**src/rtl/shifter_pkg.sv**
```systemverilog
// Shared types for the shift arbiter and its barrel shifter.
// Holds the datapath widths, the request bundle and the arbiter FSM states.
// No logic lives here.
package shifter_pkg;

  localparam int DATA_W = 32;
  localparam int AMT_W  = 5;

  typedef struct packed {
    logic              sgn;
    logic              left;
    logic [AMT_W-1:0]  amt;
    logic [DATA_W-1:0] data;
  } shift_req_t;

  typedef enum logic [1:0] {
    IDLE,
    SHIFT,
    RESP
  } state_t;

endpackage

```
**src/rtl/barrel_shifter.sv**
```systemverilog
// Barrel shifter: logical left, logical right or arithmetic right by 0..31.
// Latency: 1 cycle, output registered.
// Backpressure: none; the caller holds the operands stable to hold the result.
module barrel_shifter
  import shifter_pkg::*;
(
  input  logic              i_clk,
  input  logic              i_rst,
  input  shift_req_t        op,
  output logic [DATA_W-1:0] result
);

  logic [DATA_W-1:0] shifted;

  always_comb begin
    shifted = op.data >> op.amt;
    if (op.left) begin
      shifted = op.data << op.amt;
    end else if (op.sgn) begin
      shifted = $signed(op.data) >>> op.amt;
    end
  end

  always_ff @(posedge i_clk) begin
    if (i_rst) begin
      result <= '0;
    end else begin
      result <= shifted;
    end
  end

endmodule

```
**src/rtl/shift_arbiter.sv**
```systemverilog
// Round-robin arbiter sharing one barrel shifter among N_REQ requesters.
// Latency: response valid 2 cycles after the request handshake; one op per 2 cycles.
// Backpressure: a stalled response blocks all grants until it is accepted.
module shift_arbiter
  import shifter_pkg::*;
#(
  parameter  int N_REQ = 4,
  localparam int ID_W  = $clog2(N_REQ)
) (
  input  logic                    i_clk,
  input  logic                    i_rst,
  input  logic [N_REQ-1:0]        i_req_valid,
  output logic [N_REQ-1:0]        o_req_ready,
  input  logic [N_REQ-1:0]        i_req_signed,
  input  logic [N_REQ-1:0]        i_req_left,
  input  logic [AMT_W*N_REQ-1:0]  i_req_amt,
  input  logic [DATA_W*N_REQ-1:0] i_req_data,
  output logic                    o_rsp_valid,
  input  logic                    i_rsp_ready,
  output logic [ID_W-1:0]         o_rsp_id,
  output logic [DATA_W-1:0]       o_rsp_data,
  output logic                    o_busy
);

  state_t          state, state_nxt;
  logic [ID_W-1:0] rr_ptr, rr_nxt;
  logic [ID_W-1:0] grant_id;
  logic            grant_found, grant_en, grant;
  shift_req_t      hold, req_sel;

  // First valid requester at or after ptr, wrapping; MSB flags a hit.
  function automatic logic [ID_W:0] rr_pick(input logic [N_REQ-1:0] vld,
                                            input logic [ID_W-1:0]  ptr);
    logic [ID_W:0]   pick;
    logic [ID_W-1:0] idx;
    pick = '0;
    for (int i = 0; i < N_REQ; i++) begin
      idx = ID_W'((int'(ptr) + i) % N_REQ);
      if (!pick[ID_W] && vld[idx]) begin
        pick = {1'b1, idx};
      end
    end
    return pick;
  endfunction

  always_comb begin
    {grant_found, grant_id} = rr_pick(i_req_valid, rr_ptr);
    grant_en = (state == IDLE) || ((state == RESP) && i_rsp_ready);
    grant    = grant_en && grant_found;
    o_req_ready = '0;
    if (grant) begin
      o_req_ready[grant_id] = 1'b1;
    end
    rr_nxt = (grant_id == ID_W'(N_REQ - 1)) ? '0 : grant_id + 1'b1;
    req_sel.sgn  = i_req_signed[grant_id];
    req_sel.left = i_req_left[grant_id];
    req_sel.amt  = i_req_amt[grant_id*AMT_W +: AMT_W];
    req_sel.data = i_req_data[grant_id*DATA_W +: DATA_W];
  end

  always_comb begin
    state_nxt = state;
    case (state)
      IDLE:    if (grant) state_nxt = SHIFT;
      SHIFT:   state_nxt = RESP;
      RESP:    if (i_rsp_ready) state_nxt = grant ? SHIFT : IDLE;
      default: state_nxt = IDLE;
    endcase
  end

  always_ff @(posedge i_clk) begin
    if (i_rst) begin
      state    <= IDLE;
      rr_ptr   <= '0;
      hold     <= '0;
      o_rsp_id <= '0;
    end else begin
      state <= state_nxt;
      if (grant) begin
        hold     <= req_sel;
        rr_ptr   <= rr_nxt;
        o_rsp_id <= grant_id;
      end
    end
  end

  // Operands come only from the hold regs, so the result stays put while stalled.
  barrel_shifter u_shifter (
    .i_clk  (i_clk),
    .i_rst  (i_rst),
    .op     (hold),
    .result (o_rsp_data)
  );

  assign o_rsp_valid = (state == RESP);
  assign o_busy      = (state != IDLE);

endmodule

```
**config.mk**
```make
export PLATFORM = sky130hd
export DESIGN_NAME = shift_arbiter
export DESIGN_NICKNAME = d
export VERILOG_FILES = /design/src/rtl/shifter_pkg.sv /design/src/rtl/barrel_shifter.sv /design/src/rtl/shift_arbiter.sv
export SDC_FILE = /design/constraint.sdc
export NUM_CORES = 1
export LEC_CHECK = 0
export ABC_AREA = 0
export BUFFER_PORTS_ARGS = -buffer_cell sky130_fd_sc_hd__buf_2
export CAP_MARGIN = 10
export CORE_MARGIN = 3
export CORE_UTILIZATION = 40
export CTS_CLUSTER_DIAMETER = 60
export DETAILED_ROUTE_END_ITERATION = 6
export GPL_TIMING_DRIVEN = 0
export HOLD_SLACK_MARGIN = 0.08
export SLEW_MARGIN = 20
export SYNTH_ARGS = -nofsm -noshare
export SYNTH_HDL_FRONTEND = slang
export SYNTH_SLANG_ARGS = --single-unit
```
**constraint.sdc**
```tcl
create_clock -name i_clk -period 5.3 [get_ports i_clk]
set_clock_uncertainty 0.1 [all_clocks]
set_input_delay 0.265 -clock i_clk [delete_from_list [all_inputs] [get_ports i_clk]]
set_output_delay 0.265 -clock i_clk [all_outputs]
set_load 0.05 [all_outputs]
```
=== Word-level counts from Yosys, hierarchy flattened ===
Cells that the tools add are included.

* $mul: 1
* Add/subtract/negate cells: 4
* Equal/unequal tests: 5
* Magnitude comparators: 6
* Shift operators: 5
* Reduce and logical (&&, ||, !) cells: 13
* Multiplexer cells: 26

{| class="wikitable"
|+ Operators by type and width
! operator !! number
|-
| $shiftx A128 B8 Y32 || 1
|-
| $mux W32 || 2
|-
| $shl A32 B5 Y32 || 1
|-
| $shr A32 B5 Y32 || 1
|-
| $sshr A32 B5 Y32 || 1
|-
| $shiftx A20 B6 Y5 || 1
|-
| $lt A2 B3 Y1 const B || 5
|-
| $bmux W1 S2 || 6
|-
| $mux W3 || 4
|-
| $mux W1 || 8
|-
| $logic_and A1 B1 Y1 || 6
|-
| $mux W2 || 3
|-
| $pmux W2 S3 || 1
|-
| $mul A2 B3 Y5 const B || 1
|-
| $add A2 B1 Y2 const B || 2
|-
| $add A2 B2 Y2 const B || 2
|-
| $eq A2 B2 Y1 const B || 2
|-
| $mux W4 || 1
|-
| $logic_not A1 Y1 || 3
|-
| $demux W1 S2 || 1
|-
| $eq A2 B1 Y1 const B || 1
|-
| $ge A2 B1 Y1 const B || 1
|-
| $logic_not A2 Y1 || 1
|-
| $ne A2 B1 Y1 const B || 1
|-
| other kinds (4) || 4
|}

* Word-level logic and storage cells: 68
* Output and inout port bits: 40
* Input port bits: 163
* Flip-flop bits (word level): 77

=== Longest topological paths before layout ===
Gate-level depths: netlist of run 1.

* Word-level depth: 17
* Gate-level depth with buffers: 10
* Gate-level depth less buffers: 7

=== Hierarchy ===
Synthesis of run 1 repeated with hierarchy kept, for this count alone.

* Cells, all modules: 803
* Area, all modules: 7536.0 um2

{| class="wikitable"
|+ Modules (own cells, without submodules)
! module !! area an instance (um2) !! cells an instance !! sequential area each (um2) !! times used
|-
| barrel_shifter || 4837.1 || 536 || 640.6 || 1
|-
| shift_arbiter || 2698.8 || 267 || 900.9 || 1
|}

=== Least setup slack after synthesis of run 1 ===
Ideal clock, no wire load.

* Kind: flip-flop to output port
* Start: reg rr_ptr[1]
* End: out o_req_ready[0]
* Data arrival time: 2.047 ns
* Path buffers: 2
* Path slack: 2.888 ns
* Cell stages (with the launch flop): 8
* Required time: 4.935 ns
* Cells stage by stage: dfxtp_1 -> nand2_1 -> a211o_1 -> clkbuf_1 -> nand2_1 -> buf_2 -> inv_1 -> nor2_1

* Word-level cells in the longest chain between the ends: 17
* Elaborated cells on any way between the ends: 28
* Those cells by class: add/sub (3); order compare (2); mux (15); reduce/logical (8)

{| class="wikitable"
|+ RTL lines
! what !! line !! text
|-
| start, declared || shift_arbiter.sv:26 || <nowiki>logic [ID_W-1:0] rr_ptr, rr_nxt;</nowiki>
|-
| start signal, assigned || shift_arbiter.sv:81 || <nowiki>rr_ptr <= rr_nxt;</nowiki>
|-
| parallel branches: the longest is 11 deep, another holds $add A2 B1 Y2 || n/a ||
|-
| $mux W3 (*) || shift_arbiter.sv:39 || <nowiki>if (!pick[ID_W] && vld[idx]) begin</nowiki>
|-
| $lt A2 B3 Y1 (not written as such) or $ge A2 B1 Y1 (tied branches) || shift_arbiter.sv:52 || <nowiki>o_req_ready[grant_id] = 1'b1;</nowiki>
|-
| $logic_and A1 B1 Y1 (not written as such) || shift_arbiter.sv:52 ||
|-
| $mux W1 (not written as such) || shift_arbiter.sv:52 ||
|-
| $demux W1 S2 || shift_arbiter.sv:52 ||
|-
| $mux W4 (*) || shift_arbiter.sv:51 || <nowiki>if (grant) begin</nowiki>
|-
| end, declared || shift_arbiter.sv:13 || <nowiki>output logic [N_REQ-1:0] o_req_ready,</nowiki>
|}

Mark *: on every way between the ends. The select of a mux whose other input is x is not followed.

=== Worst setup path in the final report of run 1 ===
* Start: reg rr_ptr[0]
* End: out o_req_ready[3]

Same word-level chain as after synthesis.

==> summary.md, run 1 <==
| Metric | Value |
|---|---|
| Drt total wl | 40410 microns |
| Setup violators final | 0 |
| Final GP Congestion | 1.084 |
| RSZ-0062 raised after global routing | false |
| Detailed Route Iter0 Violations | 1019 |
| Die ar. | around 0.022 sq mm |
| Routed Antenna Nets | 0 |
| Clock Power Share | 14.4% |
| Global-route wire length before repair | 59940 microns |
| Most common cell in the netlist | clkbuf_1 |
| Post-synthesis sequential area ratio | 18.64% |
| Top_reg_cell synth | dfxtp_1 |
| Synth area leader | dfxtp_1 |
| Resize count post-CTS | 0 |
| Largest cells by area after synthesis | dfxtp_1 19%, mux4_2 18%, mux2i_1 8.0% |
| #FFs+latches synth | 77 |
| Post-synth EDFFs | 0 |
| Async set-reset flop share out of synthesis | 0% |
| PortBufs | ~200 |
| # rows | between 50 and 60 |
| Root buffer cell | clkbuf_16 |
| Via count | between 9000 and 10000 |
| CP arrival | just under 3 ns |
| Leakage | 4.125 nW |
| Highest ir drop seen on vdd | ~0.00019 V |
| Final #Nets | 1352 |
| Total Routing Usage GR | a little over a third |
| Net Sw Frac | 52.42% |
| Placed cell area | 0.009607 sq mm |
| Post-synthesis cell count | about 980 |
| Wire per inst | 27.74 microns |
| Total clock sinks | 77 |
| Detailed placement HPWL | about 32000 microns |
| Total power | 4.590 mW |
| H-tree depth | 3 |
| DRC violation count after routing | 7 |
| Worst-path clk slew | about 0.07 ns |
| Syn Area/Cell | ~8.5 sq um |
| Register share of total power | 18.2% |
| Tightest Pin Transition | 1.081 ns |
| Pwr Density | around 460 mW/mm^2 |
| Number of setup buffers added after CTS | 0 |
| Hold_buf cts | 0 |
| Min Tclk post-route | 3.319 ns |
| Worst hold path class | input port to flip-flop |
| Die width | around 150 microns |
| Vias in the first global route | around 9400 |
| Vias per Instance | roughly 6.6 |
| Failing checks | design-rule violations |
| Critical path type | flip-flop to output port |
| Fmax | 0.3013 GHz |
| Comb pwr share | 67.5% |
| CP required | 4.93 ns |
| Status | finished with violations |
| Max-Cap Viols | 0 |
| Final hold slack | 0.1312 ns |
| Share of post-route cells with drive strength above 1 | slightly below 30% |
| Die Ht | 149.8 microns |
| Top-Level Pins | between 200 and 250 |
| Ys Warns | 0 |
| Final Hold Vio Count | 0 |
| Cell area after synthesis | just over 0.008 sq mm |
| Worst skew pair latency | 0.36 ns |
| Worst slew margin relative to its limit | ~28% |
| GRT overflow | 0 |
| CP max FO | 10 |
| Synth cell types | 65 |
| Setup Total Neg Slack | 0 ns |
| Area delta synth->final | 19.89% |
| CORE AREA | 0.01991 sq mm |
| Area fraction of the dominant cell type after synthesis | roughly a fifth |
| Fillers | 2051 |
| Antenna violations before repair | 0 |
| TritonCTS Buffers | 9 |
| Synth cell count leaders | 89 x clkbuf_1, 83 x and3_1, 81 x a211oi_1 |
| Max-slew violations | 0 |
| Initial Util | 41.53% |
| CTS tree | built |
| CP startpoint kind | flip-flop |
| Largest net degree at the start of global routing | 13 |
| 1st-pass router iterations | 7 |
| Fin crit share | 62.62% |
| Critical path endpoint category | output port |
| Switch Pwr | 2.406 mW |
| Total internal power | ~2.2 mW |
| Design Area, Final | ~0.0099 sq mm |
| Syn_nets | 1140 |
| CTS max path bufs | 2 |
==> power groups by stage <==
stage | Clock, mW | Combinational [mW] | Sequential [mW]
3_3_place_gp | 0 | 3.01 | 0.839
3_5_place_dp | 0 | 2.98 | 0.843
5_1_grt | 0.686 | 3.23 | 0.847
6_report | 0.660 | 3.10 | 0.833
2_1_floorplan | 0 | 1.77 | 1.08
4_1_cts | 0.665 | 2.99 | 0.831
==> path summary, 6_finish.rpt <==
check | end | depth (start not counted) | from | slack (ns)
worst max-delay path | o_req_ready[3] | 9 | rr_ptr[0] | 1.98
worst min-delay path | state[1] | 4 | i_rsp_ready | 0.13
worst max register to register | u_shifter.result[6] | 7 | hold[34] | 2.08
worst min register to register | o_rsp_id[0] | 2 | o_rsp_id[0] | 0.39
==> worst max-delay path, cell delays in order, from the launching register on <==
cell      delay, ns
dfxtp_1        0.33
nor2b_1        0.15
a211o_1        0.31
clkbuf_1       0.45
nand2_1        0.33
buf_2          0.30
inv_1          0.14
ha_1           0.18
and2_1         0.14
buf_2          0.27
==> layout make-up <==
class / count / area, sq um / share of cell area, %
clock buffer: 9 / 225.2 / 2.272
timing repair buffer: 201 / 1006 / 10.15
inverter: 11 / 41.29 / 0.4166
tap: 265 / 331.6 / 3.345
antenna: 1 / 2.502 / 0.02525
buffer: 126 / 586.8 / 5.920
clock inverter: 5 / 77.57 / 0.7826
multi-input combinational: 762 / 6100 / 61.54
sequential: 77 / 1541 / 15.55
==> routing by layer <==
layer	global-route usage, %	up-vias	routed length (microns)
li1	-	4210	-
met1	44.07	4467	15110
met2	57.17	763	18190
met3	7.844	166	4181
met4	22.42	0	2927
met5	0	-	0
==> placed cells by master, fill, tap and decap left out, types with 25 or more instances in the layout <==
cell      synthesis  routed
buf_2            15     216
clkbuf_1         89      89
and3_1           83      83
a211oi_1         81      81
dfxtp_1          77      77
nor2_1           76      76
nand2_1          69      69
mux2i_1          66      66
mux4_2           65      65
o31ai_1          43      43
a21oi_1          34      34
nand3b_1         31      31
o21ai_0          25      25
==> sequential cells by signal (all words and copies together), names as in the netlist <==
register          flops
hold                 39
o_rsp_id              2
rr_ptr                2
state                 2
u_shifter.result     32
==> through the flow <==
step	util (%)	setup WS, ns	std cells
floorplan	-	2.888	976
global placement	48.25	2.024	1442
detailed placement	48.25	2.254	1442
CTS	49.77	1.996	1456
global route	49.77	1.827	1456
finish	49.79	1.981	1457
==> cell families (layout without fill, tap and decap cells) <==
family	after synthesis	count (layout)	synth area share, %
DFF	77	77	18.64
other	0	1	0
buffers and inverters	137	352	7.597
AOI/OAI and AO/OA	269	269	23.32
adders and majority gates	1	1	0.1513
muxes	151	151	28.78
and+or+nand+nor	341	341	21.50
Power figures use the tool's default switching activity.
==> run 2, diff against run 1 <==
==> constraint.sdc (replaced) <==
create_clock -name i_clk -period 3.4 [get_ports i_clk]
set_clock_uncertainty 0.1 [all_clocks]
set_input_delay 0.17 -clock i_clk [delete_from_list [all_inputs] [get_ports i_clk]]
set_output_delay 0.17 -clock i_clk [all_outputs]
set_load 0.05 [all_outputs]
==> run 2 against run 1 <==
Against the previous run:
- the run now ends clean
- sequential power rose by 56%
- sequential cell count unchanged
- via count is 0.67% higher
==> summary.md, run 2 (same netlist as run 1, synthesis figures left out) <==
| Metric | Value |
|---|---|
| Regs by FF count | hold x39, u_shifter.result x32 |
| Setup Total Neg Slack | 0 ns |
| Max-slew violations | 0 |
| Leakage | around 4.2 nW |
| H-tree depth | 3 |
| Most frequent cells in the layout | 216 x buf_2, 89 x clkbuf_1, 83 x and3_1, 81 x a211oi_1, 77 x dfxtp_1 |
| Status | completed |
| Worst skew pair latency | 0.36 ns |
| DRC violation count after routing | 0 |
| Global-route wire length before repair | 60440 microns |
| Vias in the first global route | 9564 |
| Total Routing Usage GR | 36.11% |
| Critical path type | flip-flop to output port |
| CTS max path bufs | 2 |
| Antenna violations before repair | 0 |
| Pre-CTS setup slack | 0.4342 ns |
| Setup violators final | 0 |
| Detailed Route Iter0 Violations | 1177 |
| Total power | 7.187 mW |
| Die ar. | 0.02243 sq mm |
| Worst setup margin | 0.1829 ns |
| Vias per Instance | between 6 and 7 |
| Via count | 9670 |
| Total clock sinks | 77 |
| Initial Util | 41.53% |
| Worst slew margin relative to its limit | 30.43% |
| Final core utilization | 51.03% |
| Final hold slack | 0.08246 ns |
| Wire per inst | 27.42 microns |
| CP required | 3.13 ns |
| Highest ir drop seen on vdd | 0.0002895 V |
| Number of setup buffers added after CTS | 0 |
| Start point of the worst hold path | i_req_data[7] |
| Drt total wl | approximately 41000 microns |
| Min Tclk post-route | 3.217 ns |
| Top reg by flops | hold |
| Final Hold Vio Count | 0 |
| CTS tree | built |
| Resize count post-CTS | 0 |
| Worst hold path class | input port to flip-flop |
| # rows | 51 |
| Routed Antenna Nets | 0 |
| TritonCTS Buffers | 9 |
| Critical path endpoint category | output port |
| Fmax | 0.3108 GHz |
| Die Ht | around 150 microns |
| Share of post-route cells with drive strength above 1 | 28.29% |
| CP startpoint kind | flip-flop |
| Die width | 149.8 microns |
| Detailed placement HPWL | 32340 microns |
| Fin crit share | 94.62% |
| Worst r2r src | hold[34] |
| PortBufs | 201 |
| Top-Level Pins | 203 |
| Commonest non-fill, non-tap cell in the layout | buf_2 |
| Pwr Density | roughly 710 mW/mm^2 |
| Worst setup startpoint | rr_ptr[0] |
| RSZ-0062 raised after global routing | false |
| Worst-path clk slew | about 0.060 ns |
| Largest net degree at the start of global routing | 13 |
| Max reg flops | 39 |
| Diode count | 0 |
| Max-Cap Viols | 0 |
| CP max FO | 10 |
| 1st-pass router iterations | 7 |
| GRT overflow | 0 |
| Root buffer cell | clkbuf_16 |
| Final #Nets | approximately 1400 |
| CORE AREA | 0.01991 sq mm |
| CP arrival | 2.95 ns |
| Fillers | 2028 |
| Final GP Congestion | approximately 1.1 |
| Tightest Pin Transition | between 1 and 1.5 ns |
| Area delta synth->final | 22.88% |
## run 2: cell count changes in the layout (fill, tap and decap cells not counted), sizes merged
cell | before | now
dlygate4sd3 | 0 | 25
diode | 1 | 0
## run 2: where the power goes
| group | total [mW] | internal, mW | leakage [nW] | switching, mW |
|---|---|---|---|---|
| Sequential | 1.30 | 1.14 | 0.636 | 0.162 |
| Clock | 1.03 | 0.632 | 0.147 | 0.400 |
| Combinational | 4.86 | 1.66 | 3.45 | 3.20 |
| Total | 7.19 | 3.43 | 4.23 | 3.76 |
## run 2: final timing paths
kind	endpoint	slack [ns]	cells past startpoint
setup / recovery	o_req_ready[3]	0.18	9
hold / removal	hold[7]	0.08	3
setup reg to reg	u_shifter.result[6]	0.27	7
hold reg to reg	o_rsp_id[0]	0.39	2
## run 2: what timing repair did
item | 4_1_cts | 5_1_grt
setup endpoints to repair | 0 | 0
endpoints found under the hold margin | 23 | 0
hold buffers | 25 | 0
## run 2: critical path, cell delays in order, from the launching register on
cell and delay, ns:
dfxtp_1 0.33, nor2b_1 0.15, a211o_1 0.32, clkbuf_1 0.44, nand2_1 0.34, buf_2 0.30, inv_1 0.13, ha_1 0.17
and2_1 0.14, buf_2 0.27
## run 2: layer usage
metal  wire length, microns  global-route usage, %
met1                  15180                  44.18
met2                  18250                  57.74
met3                   4181                  7.874
met4                   2987                  22.83
met5                      0                      0
## run 2: per-stage QoR
| stage | instance area (sq um) | std cells |
|---|---|---|
| floorplan | 8268 | 976 |
| global placement | 9605 | 1442 |
| detailed placement | 9607 | 1442 |
| CTS | 10160 | 1481 |
| global route | 10160 | 1481 |
| finish | 10160 | 1481 |
## run 2: layout make-up
cell class                      count  area, sq um  area share [%]
Clock buffer                        9        225.2           2.217
Clock inverter                      5        77.57          0.7636
Tap cell                          265        331.6           3.264
Multi-Input combinational cell    762         6100           60.04
Inverter                           11        41.29          0.4064
Timing Repair Buffer              226         1256           12.36
Sequential cell                    77         1541           15.17
Buffer                            126        586.8           5.776
==> run 3, diff against run 2 <==
--- a/config.mk
+++ b/config.mk
@@ -14,7 +14,9 @@
 export DETAILED_ROUTE_END_ITERATION = 6
 export GPL_TIMING_DRIVEN = 0
 export HOLD_SLACK_MARGIN = 0.08
-export SLEW_MARGIN = 20
+export PLACE_DENSITY = 0.73
+export RECOVER_POWER = 100
+export SLEW_MARGIN = 25
 export SYNTH_ARGS = -nofsm -noshare
 export SYNTH_HDL_FRONTEND = slang
 export SYNTH_SLANG_ARGS = --single-unit
==> run 3 against run 2 <==
Against the previous run:
- hold slack got worse by 0.0081 ns
- count of clock-buffer cells in the layout increased by 1
- largest cell class unchanged
- core utilization is 0.60 points lower
- largest power group unchanged
- sequential cell count did not move
- highest routed layer unchanged
- die area is the same
- critical endpoint is now u_shifter.result[4]
- first-iteration DRC count is 4.8% higher
==> summary.md, run 3 (same netlist as run 1, synthesis figures left out) <==
| Metric | Value |
|---|---|
| Status | completed |
| PortBufs | 201 |
| Worst hold path class | input port to flip-flop |
| # rows | 51 |
| Final Hold Vio Count | 0 |
| Critical path endpoint category | flip-flop |
| Highest ir drop seen on vdd | 0.0002901 V |
| Resize count post-CTS | 0 |
| Share of post-route cells with drive strength above 1 | around a quarter |
| Critical path type | flip-flop to flip-flop |
| Commonest non-fill, non-tap cell in the layout | buf_2 |
| CTS max path bufs | 2 |
| 1st-pass router iterations | 5 |
| Final GP Congestion | ~1.1 |
| Total power | 7.018 mW |
| Vias per Instance | 6.649 |
| Fin crit share | 96.46% |
| Min Tclk post-route | 3.279 ns |
| Setup violators final | 0 |
| GRT overflow | 0 |
| Detailed placement HPWL | around 32000 microns |
| Critical path, cell by cell | buf_2 > buf_4 > buf_4 > clkbuf_1 > buf_2 > nor2_1 > nor3_1 > o221ai_1 > nand2_1 |
| Total clock sinks | just under 80 |
| Top reg by flops | hold |
| Fmax | approximately 0.3 GHz |
| Worst path slowest cell | clkbuf_1 |
| Max reg flops | 39 |
| H-tree depth | 3 |
| Die ar. | 0.02243 sq mm |
| Final #Nets | 1374 |
| Die width | 149.8 microns |
| TritonCTS Buffers | 9 |
| Diode count | 0 |
| Routed Antenna Nets | 0 |
| Wire per inst | 27.75 microns |
| Antenna violations before repair | 0 |
| Pwr Density | 699.0 mW/mm^2 |
| Drt total wl | 41020 microns |
| Tightest Pin Transition | 0.9937 ns |
| Vias in the first global route | 9406 |
| Max stage delay on crit path | 0.57 ns |
| Setup Total Neg Slack | 0 ns |
| CORE AREA | 0.01991 sq mm |
| DRC violation count after routing | 0 |
| Regs by FF count | hold x39, u_shifter.result x32 |
| Global-route wire length before repair | about 60000 microns |
| RSZ-0062 raised after global routing | false |
| CTS tree | built |
| Worst slew margin relative to its limit | 33.76% |
| Top-Level Pins | 203 |
| Area delta synth->final | 21.43% |
| CP required | approximately 3.6 ns |
| Leakage | 4.034 nW |
| Fillers | 2019 |
| Via count | between 9000 and 10000 |
| Max-Cap Viols | 0 |
| Die Ht | about 150 microns |
| Worst-path clk slew | 0.06 ns |
| Largest net degree at the start of global routing | 13 |
| CP startpoint kind | flip-flop |
| Total Routing Usage GR | 35.93% |
| Detailed Route Iter0 Violations | 1234 |
| Most frequent cells in the layout | 173 x buf_2, 132 x clkbuf_1, 83 x and3_1, 81 x a211oi_1, 77 x dfxtp_1 |
| CP arrival | 3.47 ns |
| Initial Util | 41.53% |
| Root buffer cell | clkbuf_16 |
| Worst skew pair latency | 0.35 ns |
| CP max FO | 10 |
| Max-slew violations | 0 |
==> run 3: cell types whose count changed in the layout (fill, tap and decap cells not counted), sizes merged <==
cell,delta
buf,-44
clkbuf,+45
dlygate4sd3,-3
bufinv,-2
clkinv,+1
==> run 3: final cells by class <==
type                    count  area (sq um)  share of cell area (%)
repair buffers            223          1177                   11.73
clock buffers              10         239.0                   2.380
plain buffers             126         583.1                   5.808
multi-input cells         762          6100                   60.76
clock inverters             4         26.28                  0.2617
well taps                 265         331.6                   3.303
flip-flops and latches     77          1541                   15.35
inverters                  11         41.29                  0.4113
==> run 3: what timing repair did <==
action	in CTS	in global routing
endpoints found under the hold margin	21	1
setup buffers	0	0
hold buffers	21	1
==> run 3: final timing paths <==
check | end | depth (start not counted) | slack [ns] | from
worst max-delay path | u_shifter.result[4] | 9 | 0.12 | hold[34]
worst min-delay path | hold[28] | 3 | 0.07 | i_req_data[60]
worst max register to register | u_shifter.result[4] | 9 | 0.12 | hold[34]
worst min register to register | o_rsp_id[0] | 2 | 0.38 | o_rsp_id[0]
==> run 3: critical path, delay by kind of cell, from the launching register on <==
family / cells / cell delay (ns)
AOI/OAI and AO/OA: 1 / 0.21
buffers and inverters: 5 / 1.78
DFF: 1 / 0.42
and+or+nand+nor: 3 / 0.68
==> run 3: routing by layer <==
layer	global-route usage, %	part of all wire [%]	routed length [microns]	up-vias
li1	-	-	-	4263
met1	44.13	38	15460	4696
met2	59.52	46	18880	706
met3	7.511	10	4102	162
met4	18.62	6.3	2572	0
met5	0	0	0	-
==> run 3: power by group <==
part | total [mW] | switching (mW) | leakage [nW] | internal [mW]
logic | 4.82 | 3.21 | 3.27 | 1.61
clock network | 0.890 | 0.385 | 0.130 | 0.504
registers | 1.31 | 0.169 | 0.636 | 1.14
total | 7.02 | 3.76 | 4.03 | 3.25
==> run 3: through the flow <==
stage	cells	worst slack, ns	hold WS (ns)	utilization [%]	area (sq um)
after detailed placement	1442	0.4487	0.3658	48.25	9607
after global placement	1442	0.2500	0.3685	48.25	9605
final	1478	0.1205	0.07436	50.43	10040
after CTS	1477	0.3119	0.08123	50.64	10080
after floorplan	976	1.083	0.2674	-	8268
after global routing	1478	0.1040	0.09909	50.43	10040
